<file path="src/rtl/program_loader.sv">
// Byte-stream program loader: frames SYNC/COUNT/data/CHECKSUM into an instruction RAM
// and releases the core from reset once the checksum matches.
module program_loader #(
    parameter int INSTR_WIDTH = 8,
    parameter int ADDR_WIDTH  = 5
) (
    input  logic                    clk,
    input  logic                    rst,
    input  logic                    in_valid,
    output logic                    in_ready,
    input  logic [7:0]              in_data,
    input  logic [ADDR_WIDTH-1:0]   pc_addr,
    output logic [INSTR_WIDTH-1:0]  instr,
    output logic                    core_rst,
    output logic                    load_done,
    output logic                    load_err,
    output logic [ADDR_WIDTH:0]     words_loaded
);
    localparam int BYTES = INSTR_WIDTH / 8;
    localparam int DEPTH = 1 << ADDR_WIDTH;
    localparam int BCW   = (BYTES > 1) ? $clog2(BYTES) : 1;
    localparam logic [7:0]            SYNC    = 8'h5A;
    localparam logic [8:0]            DEPTH9  = 9'(DEPTH);
    localparam logic [BCW-1:0]        LAST_BC = BCW'(BYTES - 1);
    localparam logic [ADDR_WIDTH:0]   ONE_W   = (ADDR_WIDTH+1)'(1);
    localparam logic [ADDR_WIDTH-1:0] ONE_A   = ADDR_WIDTH'(1);

    typedef enum logic [2:0] {
        S_IDLE, S_COUNT, S_LOAD, S_WRITE, S_CHECK, S_DONE, S_ERROR
    } state_t;

    state_t                  r_state, w_next;
    logic [INSTR_WIDTH-1:0]  r_mem [DEPTH];
    logic [INSTR_WIDTH-1:0]  r_word;
    logic [ADDR_WIDTH-1:0]   r_wr_ptr;
    logic [ADDR_WIDTH:0]     r_words;
    logic [ADDR_WIDTH:0]     r_count;
    logic [BCW-1:0]          r_byte_cnt;
    logic [7:0]              r_sum;
    logic                    w_acc;
    logic                    w_count_ok;
    logic                    w_last_byte;
    logic [ADDR_WIDTH:0]     w_words_inc;
    logic [INSTR_WIDTH+7:0]  w_shift;

    assign w_acc       = in_valid && in_ready;
    assign w_count_ok  = (in_data != 8'd0) && ({1'b0, in_data} <= DEPTH9);
    assign w_last_byte = (r_byte_cnt == LAST_BC);
    assign w_words_inc = r_words + ONE_W;
    // Little-endian assembly: each new byte enters at the top and slides down.
    assign w_shift     = {in_data, r_word};

    always_ff @(posedge clk) begin
        if (rst) r_state <= S_IDLE;
        else     r_state <= w_next;
    end

    always_comb begin
        w_next    = r_state;
        in_ready  = 1'b1;
        core_rst  = 1'b1;
        load_done = 1'b0;
        load_err  = 1'b0;
        case (r_state)
            S_IDLE:  if (w_acc && in_data == SYNC) w_next = S_COUNT;
            S_COUNT: if (w_acc) w_next = w_count_ok ? S_LOAD : S_ERROR;
            S_LOAD:  if (w_acc && w_last_byte) w_next = S_WRITE;
            S_WRITE: begin
                in_ready = 1'b0;
                w_next   = (w_words_inc < r_count) ? S_LOAD : S_CHECK;
            end
            S_CHECK: if (w_acc) w_next = (in_data == r_sum) ? S_DONE : S_ERROR;
            S_DONE: begin
                core_rst  = 1'b0;
                load_done = 1'b1;
                if (w_acc && in_data == SYNC) w_next = S_COUNT;
            end
            S_ERROR: begin
                load_err = 1'b1;
                if (w_acc && in_data == SYNC) w_next = S_COUNT;
            end
            default: w_next = S_IDLE;
        endcase
    end

    always_ff @(posedge clk) begin
        if (rst) begin
            r_wr_ptr   <= '0;
            r_words    <= '0;
            r_count    <= '0;
            r_byte_cnt <= '0;
            r_sum      <= '0;
        end else begin
            case (r_state)
                S_COUNT: if (w_acc && w_count_ok) begin
                    r_count    <= in_data[ADDR_WIDTH:0];
                    r_words    <= '0;
                    r_sum      <= '0;
                    r_wr_ptr   <= '0;
                    r_byte_cnt <= '0;
                end
                S_LOAD: if (w_acc) begin
                    r_sum      <= r_sum + in_data;
                    r_byte_cnt <= w_last_byte ? '0 : r_byte_cnt + 1'b1;
                end
                S_WRITE: begin
                    r_wr_ptr <= r_wr_ptr + ONE_A;
                    r_words  <= w_words_inc;
                end
                default: ;
            endcase
        end
    end

    // Word buffer and RAM are data-only: never reset, so a reset mid-load keeps written words.
    always_ff @(posedge clk) begin
        if (r_state == S_LOAD && w_acc) r_word <= w_shift[INSTR_WIDTH+7:8];
        if (r_state == S_WRITE) r_mem[r_wr_ptr] <= r_word;
    end

    assign instr        = r_mem[pc_addr];
    assign words_loaded = r_words;
endmodule
</file>
<file path="config.mk">
export PLATFORM = sky130hd
export DESIGN_NAME = program_loader
export DESIGN_NICKNAME = d
export VERILOG_FILES = /design/src/rtl/program_loader.sv
export SDC_FILE = /design/constraint.sdc
export NUM_CORES = 1
export LEC_CHECK = 0
export ABC_AREA = 1
export BUFFER_PORTS_ARGS = -buffer_cell sky130_fd_sc_hd__buf_2
export CAP_MARGIN = 15
export CORE_ASPECT_RATIO = 2
export CORE_MARGIN = 3
export CORE_UTILIZATION = 45
export DETAILED_ROUTE_END_ITERATION = 8
export PLACE_DENSITY = 0.7
export SLEW_MARGIN = 10
export SYNTH_ARGS = -nofsm -noshare
export SYNTH_HDL_FRONTEND = slang
export SYNTH_SLANG_ARGS = --single-unit
export TNS_END_PERCENT = 5
</file>
<file path="constraint.sdc">
create_clock -name clk -period 2.8 [get_ports clk]
set_input_delay 0.28 -clock clk [delete_from_list [all_inputs] [get_ports clk]]
set_output_delay 0.28 -clock clk [all_outputs]
set_load 0.03 [all_outputs]
</file>
==> Word-level counts from Yosys, hierarchy flattened <==
Memories as Yosys holds them, arrays and structs flattened.
Index checks and enable logic that the tools add are counted.
{ "word_totals": {"reg_bits": 37, "input_bits": 16, "ramBits": 256, "memories": 1, "word_cells": 69, "output_inout_bits": 18} }
{ "mem_list": {"columns": ["memory", "depth", "width", "rd", "rd_clocked_by_memory_dff", "write_ports", "line", "source"], "rows": [
  ["r_mem", 32, 8, 1, 0, 1, "33", "logic [INSTR_WIDTH-1:0] r_mem [DEPTH];"]
]} }
{ "op_classes": {"n_reduce_logical": 15, "eq_ne": 14, "n_bitwise": 1, "add_sub_neg": 4, "order_cmp": 2, "mux": 25} }
{ "op_table": {"columns": ["op", "count"], "rows": [
  ["2-to-1 mux 3 bit", 6],
  ["2-to-1 mux 8 bit", 2],
  ["one-hot mux 8 bit (2 select lines)", 1],
  ["one-hot mux 3 bit (5 select lines)", 1],
  ["one-hot mux 6 bit (2 select lines)", 1],
  ["!= test 2 bit (second input constant)", 5],
  ["one-hot mux 5 bit (2 select lines)", 1],
  ["equality test 3 bit (second input constant)", 3],
  ["2-to-1 mux 1 bit", 9],
  ["adder 8 bit", 1],
  ["equality test 8 x 7 -> 1 bit (second input constant)", 1],
  ["equality test 8 bit", 1],
  ["<= comparator 8 x 6 -> 1 bit (second input constant)", 1],
  ["nonzero test 8 bit", 1],
  ["adder 6 x 1 -> 6 bit (second input constant)", 1],
  ["equality test 3 x 2 -> 1 bit (second input constant)", 2],
  ["logical AND 1 bit", 6],
  ["< comparator 6 bit", 1],
  ["2-to-1 mux 6 bit", 1],
  ["adder 5 x 1 -> 5 bit (second input constant)", 1],
  ["2-to-1 mux 5 bit", 1],
  ["AND reduction 2 bit", 2],
  ["AND reduction 4 bit", 1],
  ["nonzero test 2 bit", 2],
  ["other kinds (9)", 9]
]} }

==> Longest topological paths before layout <==
Gate-level depths: netlist of the first run.
{ "depth": {"depth_word": 6, "depth_mapped": 13, "ltp_nobuf": 13} }

==> Worst setup path after synthesis of the first run <==
No wires, ideal clock.
{ "synth_timing": {"path_type": "reg2reg", "from": "register r_words[0] (netlist: words_loaded[0])", "to": "register r_state[2]", "n_path_buf": 0, "path_slack_ns": 0.809, "required_ns": 2.668, "synth_period_minus_slack_ns": 1.991, "arrival_ns": 1.859, "path_stages_with_launch": 13, "setup_ns": 0.132, "cell_sequence": "dfxtp_1 nand3_1 nor2_1 nand2_1 xnor2_1 ha_1 a21o_1 nor2_1 nand2_1 nand2_1 nand3_1 nand2_1 a21oi_1"} }
{ "synth_between": {"elab_chain_cells": 4} }
{ "synth_lines": {"columns": ["element", "line", "source"], "rows": [
  ["start: declaration", "36", "logic [ADDR_WIDTH:0] r_words;"],
  ["start signal: assignment", "108", "r_words <= w_words_inc;"],
  ["adder 6 x 1 -> 6 bit", "49", "assign w_words_inc = r_words + ONE_W;"],
  ["< comparator 6 bit", "70", "w_next = (w_words_inc < r_count) ? S_LOAD : S_CHECK;"],
  ["2-to-1 mux 3 bit", "70", null],
  ["one-hot mux 3 bit (5 select lines)", "64", "case (r_state)"],
  ["end signal: assignment", "55", "else r_state <= w_next;"],
  ["end: declaration", "32", "state_t r_state, w_next;"]
]} }
No other way between the ends.
A chain may end at the register's enable or synchronous reset.

==> Worst setup path in the final report of the first run <==
{ "layout_timing": {"from": "register r_state[0]", "to": "memory r_mem[2][2] (enable)"} }
{ "layout_between": {"elab_chain_cells": 3} }
{ "layout_lines": {"columns": ["element", "line", "source"], "rows": [
  ["equality test 3 x 2 -> 1 bit", "118", "if (r_state == S_WRITE) r_mem[r_wr_ptr] <= r_word;"],
  ["2-to-1 mux 1 bit", "118", null],
  ["2-to-1 mux 1 bit (implied by the code)", "118", null],
  ["end: declaration", "33", null]
]} }
No other way between the ends.

==> results of run 1 <==
[worst reg2reg max path, delay by kind of cell, from the launching register on]
| family | cells | cell delay (ns) |
|---|---|---|
| simple gates | 4 | 1.57 |
| flops | 1 | 0.45 |
[synthesized netlist by cell type]
master	number	area share, %
buf_2	17	0.67
nor2_4	1	0.089
buf_4	10	0.59
o21ai_1	1	0.040
o31ai_1	24	1.4
ha_1	17	1.7
nand4_1	6	0.30
dfxtp_1	28	4.4
fa_1	1	0.16
clkbuf_1	16	0.48
nand3_1	136	5.4
o21ai_0	36	1.4
or2_2	2	0.099
nor3_1	5	0.20
edfxtp_1	264	63
o21ai_2	1	0.069
nor2_1	96	2.9
buf_6	15	1.3
xor2_1	3	0.21
xnor2_1	3	0.21
nand2_1	351	10
nand3b_1	1	0.060
a21o_1	2	0.12
inv_1	44	1.3
nor2_2	1	0.050
a21oi_1	82	3.3
buf_1	2	0.060
inv_2	3	0.089
clkbuf_2	1	0.040
clkinv_1	1	0.030
a21boi_0	1	0.060
[state kept, by name, indices dropped and copies added, names as in the netlist]
register / count
r_count: 6
r_wr_ptr: 5
r_sum: 8
words_loaded: 6
r_state: 3
r_mem: 256
r_word: 8
[path summary, 6_finish.rpt]
check | slack, ns | start | end
min reg2reg | 0.46 | r_count[1] | r_count[1]
min | 0.03 | in_data[2] | r_word[2]
max | 0.40 | r_state[0] | r_mem[2][2]
max reg2reg | 0.40 | r_state[0] | r_mem[2][2]
[cell type report]
type | instances | area (um2)
clock inverter | 8 | 81.3
tap | 352 | 440
timing repair buffer | 70 | 518
fill | 2505 | 13600
multi-input combinational | 770 | 3550
sequential | 292 | 8490
clock buffer | 37 | 701
inverter | 48 | 181
[kinds of logic (layout without fill, tap and decap cells)]
group	Yosys count	count (layout)	synth area share, %
AOI/OAI and AO/OA	147	147	6.39
xor gates and xnor gates	6	6	0.416
buffers and inverters	109	163	4.61
adders and majority gates	18	18	1.84
DFF	292	292	67.3
and+or+nand+nor	599	599	19.5
[timing repair]
item,4_1_cts,5_1_grt
endpoints found under the hold margin,4,0
hold buffers,4,0
gates resized for setup,0,0
setup buffers,0,0
[metrics by stage]
| stage | utilization [%] | hold WS (ns) | setup WS (ns) | std cells | instance area, um2 |
|---|---|---|---|---|---|
| detailed placement | 47.7 | 0.457 | 0.423 | 1528 | 13100 |
| CTS | 50.7 | 0.00269 | 0.412 | 1577 | 14000 |
| floorplan | - | 0.379 | 0.809 | 1171 | 12600 |
| finish | 50.7 | 0.0335 | 0.402 | 1577 | 14000 |
| global placement | 47.7 | 0.441 | 0.513 | 1528 | 13100 |
| global route | 50.7 | 0.0220 | 0.280 | 1577 | 14000 |
[where the power goes]
part	total, mW	switching [mW]	internal (mW)
registers	4.68	0.000179	4.68
logic	0.469	0.336	0.132
clock network	3.37	1.54	1.84
[metal layers]
layer,share of wire [%],track usage [%],vias up
met5,0,0,-
met4,6.6,13.3,0
met3,4.5,2.16,90
met2,55,38.6,292
met1,34,21.1,4104
li1,-,-,4120
==> impl_metrics.ini, run 1 <==
[clock_tree]
numCtsBuffers = 25
cts_tree = yes
clock_latency_ns = 0.56
cts_sinks = 292
clk_path_buf_depth = 3
path_clk_slew_ns = 0.06
cts_root_buf = clkbuf_16
htreeDepth = 1

[final_layout]
mostFrequentLayoutCells = nand2_1 (351), edfxtp_1 (264), nand3_1 (136)
final_common_cell = nand2_1
diodes = 0
final_net_count = 1241
syn_to_final_growth_pct = 10.6
drive_above_1_share_pct = 8.82

[synth]
synth_cell_types = 31
syn_avg_cell_area_um2 = 10.8
synthCells = 1171
synth_seq_area_share_pct = 67.3
yosysWarningCount = 0
syn_area_um2 = 12600
synth-seq-cells = 292
synth_nets = 1205

[setup_path]
crit_family = simple AND/OR/NAND/NOR gates
cpPeakStageDelay_ns = 0.80
cp_num_buf_inv = 0
critical_path_class = flop to flop
worstRegToRegCells = 4
crit_cells = 4
crit_required_ns = 2.98
crit_chain = nand2_1 -> nor2_2 -> nand2_1 -> nor2_1
crit_slowest_cell = nor2_1
crit_top_cell = nand2_1
startpoint_type = flop
path_max_fanout = 8
cp.arrival_ns = 2.58
crit_path_end_kind = flop

[timing]
fmax_ghz = 0.417
setup_violations = 0
rsz0062_at_grt = false
maxSlewHeadroom_pct = 39.0
finalHoldViolCount = 0
worst_pin_slew_ns = 0.912
period_share_pct = 85.6
tns_ns = 0
drv_slew = 0
layout_min_cycle_time_ns = 2.40
finClkSkew_ns = 0.0239

[placed_design]
place.gp.congestion = 0.860
portBuffers = 33
place_hpwl_um = 20000

[global_routing]
antenna_found_initial = 0
grt_usage_pct = 20.5
grt_start_max_net_pins = 108
grt_pass1_wl_um = 48400
grt_pass1_vias = 8785
grt_overflow = 0

[floorplanning]
initial_core_util_pct = 45.8
ios = 34
dieArea_um2 = 30200
dieHeight_um = 243
row_count = 86
fp.coreArea_um2 = 27500
die_w_um = 124

[status]
status = finished, final reports clean

[route]
ant_nets = 0
first_iter_violations = 643
dr_total_vias = 8606
drc = 0
avgViaCountPerCell = 5.46
post_drt_wl_per_cell_um = 19.7
drtPass1Iterations = 5
routed_wirelength_um = 31000

[flow_run]
max-cap-violations = 0

[min_path]
hold_path_class = input pin to flop
holdPathStages = 1

[power]
p_leak_nw = 5.20
total_power_mw = 8.52
power_density_nw_per_um2 = 610
max-vdd-ir-drop_uv = 417
Power figures use the tool's default switching activity.
==> run 2, diff against run 1 <==
--- a/config.mk
+++ b/config.mk
@@ -12,7 +12,9 @@
 export CORE_MARGIN = 3
 export CORE_UTILIZATION = 45
 export DETAILED_ROUTE_END_ITERATION = 8
+export MAX_ROUTING_LAYER = met4
 export PLACE_DENSITY = 0.7
+export RECOVER_POWER = 50
 export SLEW_MARGIN = 10
 export SYNTH_ARGS = -nofsm -noshare
 export SYNTH_HDL_FRONTEND = slang
==> impl_metrics.ini, run 2 (synthesis gave the netlist of run 1 again) <==
[setup_path]
cp_num_buf_inv = 1
cp.arrival_ns = 2.10
cpPeakStageDelay_ns = 0.46
worstReg2RegStart = r_word[0]
crit_chain = nor2_1 -> nor2_1 -> o31ai_1 -> nand2_1 -> nand2_1 -> nand2_1 -> buf_2
critical_path_class = flop to primary output
crit_top_cell = nand2_1
crit_path_end_kind = primary output
crit_required_ns = 2.52
crit_slowest_cell = o31ai_1
startpoint_type = flop
crit_path_start = r_mem[11][5]
crit_family = simple AND/OR/NAND/NOR gates
path_max_fanout = 1

[placed_design]
place_area_um2 = 13100
portBuffers = 33
place_hpwl_um = 19800
dpl.cell_count = 1526
place.gp.congestion = 0.918

[global_routing]
antenna_found_initial = 0
grt_start_max_net_pins = 89
grt_pass1_vias = 8542
grt_overflow = 0
grt_pass1_wl_um = 47200
grt_usage_pct = 20.7

[timing]
layout_min_cycle_time_ns = 2.38
setup_violations = 0
finClkSkew_ns = 0.0322
fmax_ghz = 0.420
rsz0062_at_grt = false
drv_slew = 264
tns_ns = 0
maxSlewHeadroom_pct = -35.4
worst_pin_slew_ns = 2.03
period_share_pct = 85.1
finalHoldViolCount = 0
whs_ns = 0.100

[route]
ant_nets = 0
routed_wirelength_um = 30300
wl_met1_um = 10200
dr_wl_met2_um = 16800
drtPass1Iterations = 7
top_layer = met4
avgViaCountPerCell = 5.42
wl_met3_um = 1410
post_drt_wl_per_cell_um = 19.3
first_iter_violations = 676
dr_total_vias = 8531
drc = 0

[floorplanning]
ios = 34
row_count = 86
fp.coreArea_um2 = 27500
die_w_um = 124
initial_core_util_pct = 45.8
dieArea_um2 = 30200
dieHeight_um = 243

[final_layout]
reg_top3 = r_mem (256), r_sum (8), r_word (8)
multi_input_area_um2 = 3540
final_common_cell = nand2_1
regMostFlops = r_mem
syn_to_final_growth_pct = 10.1
utilization_pct = 50.4
fillers = 2476
seq_area_um2 = 8490
final_net_count = 1238
largest_reg_flops = 256
diodes = 0
fin_cells = 1574
drive_above_1_share_pct = 6.63
design_area_um2 = 13900
mostFrequentLayoutCells = nand2_1 (351), edfxtp_1 (264), nand3_1 (136)

[min_path]
hold_path_class = input pin to flop
timing.hold.worst.start = in_valid

[clock_tree]
post_cts_buffers = 0
cts_root_buf = clkbuf_16
htreeDepth = 1
clk_path_buf_depth = 3
numCtsBuffers = 25
clock_latency_ns = 0.56
cts_sinks = 292
cts_tree = yes
path_clk_slew_ns = 0.07

[power]
power_density_nw_per_um2 = 613
p_leak_nw = 5.11
max-vdd-ir-drop_uv = 493

[flow_run]
max-cap-violations = 8

[status]
violations = max-capacitance violations, max-slew violations
status = finished, violations left
## run 2: cell types whose count changed in the layout (fill, tap and decap cells not counted), moves of 3 or more
cell      change
clkbuf_8      -3
clkbuf_1     +20
clkinv_1      +4
buf_4        -11
buf_2        -14
## run 2: power by group
part           total [mW]  switching (mW)  internal (mW)  leakage (nW)
sequential           4.68        0.000163           4.68          2.60
clock                3.37            1.53           1.85         0.380
combinational       0.468           0.336          0.133          2.13
total                8.52            1.86           6.66          5.11
## run 2: cell type report
class	count	area share, %
inverters	48	1.31
well taps	352	3.17
multi-input cells	770	25.5
clock inverters	13	0.937
repair buffers	67	3.30
clock buffers	32	4.69
flip-flops and latches	292	61.1
## run 2: metrics by stage
stage / power [mW] / setup slack (ns)
final: 8.52 / 0.418
after global routing: 8.80 / 0.285
after CTS: 8.57 / 0.429
after detailed placement: 5.24 / 0.604
after global placement: 5.23 / 0.657
after floorplan: 5.10 / 0.809
## run 2: worst paths after layout
kind / end / slack [ns] / cells after the start
max: instr[5] / 0.42 / 7
min: r_state[1] / 0.10 / 4
max reg2reg: r_mem[28][0] / 0.49 / 1
min reg2reg: r_count[0] / 0.45 / 2
## run 2: what timing repair did
action,in CTS,in global routing
endpoints found under the hold margin,3,0
hold buffers,3,0
resized for setup,0,0
## run 2: per-layer routing
metal	GRT usage, %	vias to the layer above
li1	-	4114
met1	20.7	4046
met2	38.5	286
met3	1.83	85
met4	12.3	0
met5	-	-
==> run 3, diff against run 2 <==
--- a/config.mk
+++ b/config.mk
@@ -11,9 +11,10 @@
 export CORE_ASPECT_RATIO = 2
 export CORE_MARGIN = 3
 export CORE_UTILIZATION = 45
+export CTS_CLUSTER_SIZE = 10
 export DETAILED_ROUTE_END_ITERATION = 8
 export MAX_ROUTING_LAYER = met4
-export PLACE_DENSITY = 0.7
+export PLACE_DENSITY = 0.66
 export RECOVER_POWER = 50
 export SLEW_MARGIN = 10
 export SYNTH_ARGS = -nofsm -noshare
==> impl_metrics.ini, run 3 (synthesis gave the netlist of run 1 again) <==
[setup_path]
crit_path_end_kind = primary output
startpoint_type = flop
critical_path_class = flop to primary output
worstReg2RegStart = r_state[0]
r2r_slack_ns = 0.42
worstRegToRegCells = 4
reg2reg_to = r_mem[15][7]
cp.arrival_ns = 2.18
path_max_fanout = 1
crit_required_ns = 2.52

[clock_tree]
clk_path_buf_depth = 3
cts_tree = yes
hold_buffers = 0
htreeDepth = 2
post_cts_buffers = 0
cts_root_buf = clkbuf_16
numCtsBuffers = 35
cts_sinks = 292
cts_resized = 0
clock_latency_ns = 0.51
path_clk_slew_ns = 0.06

[route]
first_iter_violations = 588
drtPass1Iterations = 5
avgViaCountPerCell = 5.41
routed_wirelength_um = 30400
dr_total_vias = 8629
post_drt_wl_per_cell_um = 19.1
drc = 0
ant_nets = 0

[min_path]
hold_end = r_word[6]
timing.hold.worst.start = in_data[6]
hold_path_class = input pin to flop
holdPathStages = 1

[floorplanning]
fp.coreArea_um2 = 27500
die_w_um = 124
ios = 34
initial_core_util_pct = 45.8
dieHeight_um = 243
row_count = 86
dieArea_um2 = 30200

[timing]
drv_slew = 99
rsz0062_at_grt = false
maxSlewHeadroom_pct = -18.3
finalHoldViolCount = 0
worst_pin_slew_ns = 1.77
fmax_ghz = 0.407
finClkSkew_ns = 0.0131
setup_violations = 0
period_share_pct = 87.8
layout_min_cycle_time_ns = 2.46
tns_ns = 0

[final_layout]
largest_reg_flops = 256
final_common_cell = nand2_1
final_net_count = 1264
mostFrequentLayoutCells = nand2_1 (351), edfxtp_1 (264), nand3_1 (136)
reg_top3 = r_mem (256), r_sum (8), r_word (8)
syn_to_final_growth_pct = 12.5
regMostFlops = r_mem
drive_above_1_share_pct = 8.37
fillers = 2444
multi_input_area_um2 = 3540
diodes = 0
design_area_um2 = 14200
seq_area_um2 = 8490

[global_routing]
grt_start_max_net_pins = 89
grt_overflow = 0
grt_usage_pct = 20.4
grt_pass1_wl_um = 46400
grt_pass1_vias = 8472
antenna_found_initial = 0

[placed_design]
place.gp.congestion = 0.859
place_area_um2 = 13300
portBuffers = 33
place_hpwl_um = 19800

[power]
power_density_nw_per_um2 = 643
p_leak_nw = 5.28
max-vdd-ir-drop_uv = 395

[status]
status = finished, violations left
violations = max-capacitance violations, max-slew violations

[flow_run]
max-cap-violations = 3
-- run 3: metrics by stage --
step           utilization, %  worst slack [ns]  power (mW)  hold slack [ns]  std cells
2_1_floorplan               -             0.809        5.10            0.379       1171
3_3_place_gp             48.2             0.437        5.24            0.446       1545
3_5_place_dp             48.2             0.453        5.25            0.454       1545
4_1_cts                  51.7             0.294        9.21           0.0217       1594
5_1_grt                  51.5             0.228        9.39            0.107       1594
6_report                 51.5             0.343        9.13            0.119       1594
-- run 3: how the worst max path moves through the flow --
stage,depth (start not counted),end,from
after CTS,8,instr[4],r_mem[10][4]
after global placement,10,instr[4],pc_addr[0]
after floorplan,12,r_state[2],words_loaded[0]
final,8,instr[4],r_mem[10][4]
after detailed placement,10,instr[4],pc_addr[0]
after global routing,8,instr[4],r_mem[11][4]
-- run 3: area by class of cell --
type                            count  share of cell area (%)
Clock buffer                       48                    6.89
Clock inverter                      1                  0.0617
Inverter                           48                    1.28
Multi-Input combinational cell    770                    24.9
Sequential cell                   292                    59.8
Tap cell                          352                    3.10
Timing Repair Buffer               83                    3.91
-- run 3: where the power goes --
part	switching, mW	internal [mW]	leakage [nW]
Combinational	0.334	0.133	2.20
Sequential	0.000186	4.69	2.60
Clock	1.58	2.40	0.479
Total	1.92	7.22	5.28
-- run 3: critical path: stages (launching register included) --
cell and delay, ns:
edfxtp_1 0.34, o21ai_0 0.15, nor2_1 0.13, o31ai_1 0.52, buf_4 0.20, nand2_1 0.05, nand2_1 0.06, nand2_1 0.05
buf_2 0.17
-- run 3: layer usage --
layer	global-route usage [%]	routed length (um)
met5	-	0
met2	39.0	17200
met1	19.2	10200
met3	1.96	1210
met4	12.4	1880
